$ cat src/rtl/updown_counter.sv
// Parametrised up/down counter: programmable step and terminal value,
// wrap or saturate at the ends, with registered overflow/underflow flags.
module updown_counter #(
  parameter int unsigned      WIDTH     = 8,
  parameter logic [WIDTH-1:0] MAX_VALUE = {WIDTH{1'b1}},
  parameter bit               SATURATE  = 1'b0
) (
  input  logic             clk,
  input  logic             reset_n,
  input  logic             enable,
  input  logic             up,
  input  logic [WIDTH-1:0] step,
  input  logic             load,
  input  logic [WIDTH-1:0] load_value,
  input  logic             clear,
  output logic [WIDTH-1:0] value,
  output logic             overflow,
  output logic             underflow,
  output logic             at_max,
  output logic             at_zero
);

  localparam int unsigned EW = WIDTH + 1;

  localparam logic [EW-1:0] MAX_EXT = {1'b0, MAX_VALUE};
  localparam logic [EW-1:0] MODULUS = MAX_EXT + EW'(1);

  logic [WIDTH-1:0] step_clamped;
  logic [EW-1:0]    step_ext;
  logic [EW-1:0]    value_ext;
  logic [EW-1:0]    sum_up;
  logic [EW-1:0]    wrap_up;
  logic [EW-1:0]    wrap_down;
  logic             past_max;
  logic             below_zero;

  logic [WIDTH-1:0] value_nxt;
  logic             overflow_nxt;
  logic             underflow_nxt;

  // Candidate results for both directions, kept one bit wider than the count
  always_comb begin
    step_clamped = (step > MAX_VALUE) ? MAX_VALUE : step;
    step_ext     = {1'b0, step_clamped};
    value_ext    = {1'b0, value};
    sum_up       = value_ext + step_ext;
    past_max     = (sum_up > MAX_EXT);
    below_zero   = (value_ext < step_ext);
    wrap_up      = sum_up - MODULUS;
    wrap_down    = value_ext + MODULUS - step_ext;
  end

  // Next-state selection in priority order: clear, load, count, hold
  always_comb begin
    value_nxt     = value;
    overflow_nxt  = overflow;
    underflow_nxt = underflow;
    if (clear) begin
      value_nxt     = '0;
      overflow_nxt  = 1'b0;
      underflow_nxt = 1'b0;
    end else if (load) begin
      value_nxt     = (load_value > MAX_VALUE) ? MAX_VALUE : load_value;
      overflow_nxt  = 1'b0;
      underflow_nxt = 1'b0;
    end else if (enable) begin
      if (up) begin
        underflow_nxt = 1'b0;
        overflow_nxt  = past_max;
        if (!past_max) begin
          value_nxt = sum_up[WIDTH-1:0];
        end else if (SATURATE) begin
          value_nxt = MAX_VALUE;
        end else begin
          value_nxt = wrap_up[WIDTH-1:0];
        end
      end else begin
        overflow_nxt  = 1'b0;
        underflow_nxt = below_zero;
        if (!below_zero) begin
          value_nxt = value - step_clamped;
        end else if (SATURATE) begin
          value_nxt = '0;
        end else begin
          value_nxt = wrap_down[WIDTH-1:0];
        end
      end
    end
  end

  always_ff @(posedge clk) begin
    if (!reset_n) begin
      value     <= '0;
      overflow  <= 1'b0;
      underflow <= 1'b0;
    end else begin
      value     <= value_nxt;
      overflow  <= overflow_nxt;
      underflow <= underflow_nxt;
    end
  end

  assign at_max  = (value == MAX_VALUE);
  assign at_zero = (value == '0);

endmodule

$ cat config.mk
export PLATFORM = sky130hd
export DESIGN_NAME = updown_counter
export DESIGN_NICKNAME = d
export VERILOG_FILES = /design/src/rtl/updown_counter.sv
export SDC_FILE = /design/constraint.sdc
export NUM_CORES = 1
export LEC_CHECK = 0
export BUFFER_PORTS_ARGS = -buffer_cell sky130_fd_sc_hd__buf_2
export CAP_MARGIN = 10
export CELL_PAD_IN_SITES_DETAIL_PLACEMENT = 1
export CELL_PAD_IN_SITES_GLOBAL_PLACEMENT = 2
export CORE_AREA = 5 5 70 72
export DETAILED_ROUTE_END_ITERATION = 12
export DIE_AREA = 0 0 75 77
export GPL_TIMING_DRIVEN = 0
export PLACE_DENSITY_LB_ADDON = 0.1
export SETUP_SLACK_MARGIN = 0.2
export SLEW_MARGIN = 20
export SYNTH_ARGS = -nofsm -noshare
export SYNTH_HDL_FRONTEND = slang
export SYNTH_SLANG_ARGS = --single-unit
$ cat constraint.sdc
create_clock -name clk -period 5.6 [get_ports clk]
set_input_delay 1.4 -clock clk [delete_from_list [all_inputs] [get_ports clk]]
set_output_delay 1.4 -clock clk [all_outputs]
set_load 0.01 [all_outputs]
### Word level (Yosys, flattened, before mapping)

Cells that the tools add are included.

| operators by class | value |
|---|---|
| $lt $le $gt $ge | 4 |
| reductions and logical operators | 4 |
| mux-type cells | 9 |
| equality and inequality tests | 1 |
| add/subtract/negate cells | 5 |
| bitwise operators | 1 |

Operator list:

| operator | count |
|---|---|
| $mux 8 | 7 |
| $gt 8x8->1 const B | 2 |
| $sub 8x8->8 | 2 |
| $add 8x8->9 | 1 |
| $gt 9x8->1 const B | 1 |
| $add 8x1->8 const B | 1 |
| $eq 8x8->1 const B | 1 |
| $logic_not 8->1 | 1 |
| $lt 8x8->1 | 1 |
| $sub 8x1->8 const B | 1 |
| $reduce_or 3->1 | 1 |
| $mux 1 | 2 |
| $reduce_bool 2->1 | 1 |
| $reduce_or 2->1 | 1 |
| $not 1->1 | 1 |

| word-level totals | value |
|---|---|
| input bits | 22 |
| word-level logic and storage cells | 27 |
| register bits | 10 |

### Logic depth before layout (Yosys ltp)

| depth | value |
|---|---|
| depth in word-level cells | 8 |
| gate-level depth with buffers | 8 |

### Worst setup path before layout

OpenSTA, ideal clock, no wires.

| timing path | value |
|---|---|
| kind | input to register |
| start point | in step[4] |
| end point | reg value[6] |
| library setup time | 62 ps |
| setup slack | 2660 ps |
| arrival time | 2878 ps |
| path buffers | 1 |
| stages | 8 |
| path through | inv_1 -> ha_1 -> buf_6 -> or2_1 -> o21bai_1 -> a311o_1 -> a211oi_1 -> nand3b_1 |

| between the ends | value |
|---|---|
| longest elaborated chain between the ends | 8 |
| elaborated cells on any way between the ends | 13 |
| those cells by class | add/sub (4); order compare (3); mux (6) |

Ends and longest elaborated chain:

| what | RTL line | RTL |
|---|---|---|
| start: declaration | 12 | `input logic [WIDTH-1:0] step,` |
| $gt 8x8->1 | 43 | `step_clamped = (step > MAX_VALUE) ? MAX_VALUE : step;` |
| $mux 8 (*) | 43 |  |
| $add 8x8->9 | 46 | `sum_up = value_ext + step_ext;` |
| $sub 8x1->8 or $gt 9x8->1 (tied branches) | 49, 47 |  |
| $mux 8 | 70 | `if (!past_max) begin` |
| $mux 8 (*) | 67 | `if (up) begin` |
| $mux 8 (*) | 66 | `end else if (enable) begin` |
| $mux 8 (*) | 62 | `end else if (load) begin` |
| end signal: assignment | 97 | `value <= value_nxt;` |
| end: declaration | 16 | `output logic [WIDTH-1:0] value,` |

Mark *: on every way between the ends. The rest lies on a longest branch, timed or not. The select of a mux whose other input is x is not followed.
A chain may end at the register's enable or synchronous reset.

### Worst setup path after layout

| timing path | value |
|---|---|
| start point | in step[4] |
| end point | reg value[7] |

The elaborated chain is that of the path after synthesis.

==> impl_metrics.csv <==
group,metric,value,unit
clocking,cts_setup_buffers,0,
synthesis,synthCells,172,
route,antenna_left,0,
sta,fin_crit,3010,ps
sta,fin_crit_sh,0.538,
status,outcome,"completed",
synthesis,synthDistinctLibCells,42,
grt,grt_remaining_overflow,0,
route,routed_wl,4440,µm
floorplan,start_util,0.296,
flow_run,cap_violations,0,
worst_setup_path,critPathKind,"in2reg",
clocking,cts_hold_buf,0,
place,dp_cells,255,
synthesis,yosysWarnings,0,
worst_setup_path,crit_chain,"buf_2 -> inv_1 -> ha_1 -> buf_6 -> or2_1 -> a211oi_1 -> o311ai_1 -> o32a_1 -> nand3_1",
sta,fin_ws,2590,ps
clocking,htreeDepth,1,
worst_setup_path,slowest_delay,360,ps
sta,slew_headroom,0.656,
sta,hold_slack,588,ps
synthesis,synth_mux_area_frac,0.0240,
hold_path,hp-class,"reg2reg",
place,port-buffer-count,31,
pwr,power_density,171,nW/µm²
route,routed_via_density,5.32,
worst_setup_path,endpoint_kind,"flip-flop",
worst_setup_path,cpLargestDelayFamily,"compound AO/OA/AOI/OAI gates",
floorplan,fp.dieH,77,µm
sta,fmax,332,MHz
layout,areaGrowthSynthToFinish,22.0,%
sta,tightest_slew,515,ps
grt,antenna_found_initial,0,
sta,hold_viol,0,
route,avgRoutedWirePerCell,17.1,µm
clocking,clk_path_buf_depth,2,
layout,layout_common_cells,"buf_2 (32), inv_1 (18), ha_1 (16)",
route,routed-via-count,1377,
route,drt-pass1-iter-count,4,
synthesis,synthAdderAreaFrac,0.192,
grt,track_usage,0.161,
pwr,leakagePower,0.739,nW
layout,antenna_cells,0,
layout,nets,248,
synthesis,syn_area,1250,µm²
clocking,clkTransAtPathRegs,50,ps
clocking,cts_tree,"yes",
layout,drive_gt1_frac,0.188,
grt,grt_pass1_vias,1469,
route,drc,0,
layout,final_util,0.361,
synthesis,ys_seq_area_frac,0.160,
place,place_ws,2340,ps
floorplan,core-area,4230,µm²
grt,grt_max_degree,11,
clocking,root_buffer,"clkbuf_8",
worst_setup_path,path_buf_inv,3,
floorplan,dieArea,5780,µm²
sta,finalSetupViolCount,0,
synthesis,yosys_register_bits,10,
floorplan,num_rows,24,
clocking,clk_latency,240,ps
sta,drv_slew,0,
clocking,cts_inserted_buffers,3,
route,drtIter0Drc,85,
clocking,ctsResizeCount,0,
sta,tns,0,ps
synthesis,synth_top_family_by_area,"compound AO/OA/AOI/OAI gates",
floorplan,die_w,75,µm
place,routabilityCongestion,0.769,
worst_setup_path,worstPathArrival,3200,ps
worst_setup_path,crit_required,5780,ps
floorplan,num_io_pins,34,
place,dpl.hpwl,3590,µm
synthesis,synthSimpleGateAreaFrac,0.263,
synthesis,synth_nets,212,
grt,grt_pass1_wl,7130,µm
worst_setup_path,slowest_stage,"a211oi_1",
sta,fin_skew,2.55,ps
clocking,clock_sinks,10,
layout,instances_no_fill,259,
sta,rsz0062_at_grt,"no",
synthesis,syn_avg_cell_area,7.27,µm²
worst_setup_path,critPathLaunchType,"input pin",
layout,final_common_cell,"buf_2",
synthesis,yosys.area_share.xor_xnor,0.00700,
pwr,max-vdd-ir-drop,0.0564,mV
worst_setup_path,path_max_fanout,8,
synthesis,synth-compound-area-share,0.269,
-- per-stage QoR --
| step | total power, mW | cell area, µm² |
|---|---|---|
| 2_1_floorplan | 0.138 | 1250 |
| 3_3_place_gp | 0.168 | 1470 |
| 3_5_place_dp | 0.171 | 1470 |
| 4_1_cts | 0.264 | 1530 |
| 5_1_grt | 0.279 | 1530 |
| 6_report | 0.261 | 1530 |
-- worst register-to-register path: cells and delay by family (launching register included) --
kind	cells	cell delay, ps
compound gates	3	930
flops	1	450
simple gates	2	320
fa+ha+maj	1	290
buf+inv	1	140
-- flip-flops by register name, summed over array words and instances (netlist names) --
| signal | cells |
|---|---|
| value | 8 |
| underflow | 1 |
| overflow | 1 |
-- synth_stat cells --
| master | n | area (µm²) |
|---|---|---|
| inv_1 | 18 | 67.6 |
| ha_1 | 16 | 200 |
| a21oi_1 | 15 | 75.1 |
| nand2_1 | 14 | 52.6 |
| nor2_1 | 14 | 52.6 |
| dfxtp_1 | 10 | 200 |
| o21ai_0 | 9 | 45.0 |
| clkbuf_1 | 5 | 18.8 |
| nor2b_1 | 5 | 31.3 |
| a211oi_1 | 4 | 30.0 |
| a21o_1 | 4 | 30.0 |
| nand3_1 | 4 | 20.0 |
| nand4_1 | 4 | 25.0 |
| nor3_1 | 4 | 20.0 |
| nor3b_1 | 4 | 30.0 |
| or4_1 | 4 | 30.0 |
| mux2i_1 | 3 | 30.0 |
| nand2b_1 | 3 | 18.8 |
| a31oi_1 | 2 | 12.5 |
| and3_1 | 2 | 12.5 |
| fa_1 | 2 | 40.0 |
| o2111ai_1 | 2 | 17.5 |
| o211ai_1 | 2 | 15.0 |
| o21a_1 | 2 | 15.0 |
| o21bai_1 | 2 | 15.0 |
| o32a_1 | 2 | 20.0 |
| a311o_1 | 1 | 10.0 |
| a32o_1 | 1 | 10.0 |
| and2_1 | 1 | 6.26 |
| buf_1 | 1 | 3.75 |
| buf_2 | 1 | 5.00 |
| buf_6 | 1 | 11.3 |
| nand3b_1 | 1 | 7.51 |
| o221ai_1 | 1 | 8.76 |
| o22ai_1 | 1 | 6.26 |
| o311ai_0 | 1 | 8.76 |
| o311ai_1 | 1 | 8.76 |
| o41ai_1 | 1 | 8.76 |
| or2_1 | 1 | 6.26 |
| or2_2 | 1 | 6.26 |
| or4b_2 | 1 | 10.0 |
| xnor2_1 | 1 | 8.76 |
-- where the power goes --
| group | total (mW) | internal [mW] | switching [mW] |
|---|---|---|---|
| Sequential | 0.0808 | 0.0747 | 0.00603 |
| Combinational | 0.0882 | 0.0371 | 0.0511 |
| Clock | 0.0920 | 0.0619 | 0.0300 |
-- per-layer routing --
layer | vias up | routed length (µm) | GRT usage
li1 | 691 | - | -
met1 | 648 | 2160 | 0.218
met2 | 33 | 2040 | 0.266
met3 | 5 | 177 | 0.0118
met4 | 0 | 61 | 0.0480
met5 | - | 0 | 0
-- kinds of logic after synthesis --
group,Yosys count
DFF,10
AOI/OAI and AO/OA,51
adders and majority gates,18
muxes,3
buffers and inverters,26
and+or+nand+nor,63
xor gates and xnor gates,1
-- layout make-up --
cell class / instances / area [µm²]
Clock buffer: 4 / 55.1
Buffer: 8 / 38.8
Inverter: 18 / 67.6
Multi-Input combinational cell: 136 / 945
Sequential cell: 10 / 200
Fill cell: 551 / 2710
Tap cell: 52 / 65.1
Timing Repair Buffer: 31 / 155
-- worst paths after layout --
kind	start	to	slack, ps	cells after the start
worst max-delay path	step[4]	value[7]$_SDFFE_PP0P_	2590	9
worst min-delay path	underflow$_SDFFE_PP0P_	underflow$_SDFFE_PP0P_	590	3
worst max register to register	value[4]$_SDFFE_PP0P_	value[7]$_SDFFE_PP0P_	3410	7
worst min register to register	underflow$_SDFFE_PP0P_	underflow$_SDFFE_PP0P_	590	3
Note: power is estimated with default switching activity, not from simulation.
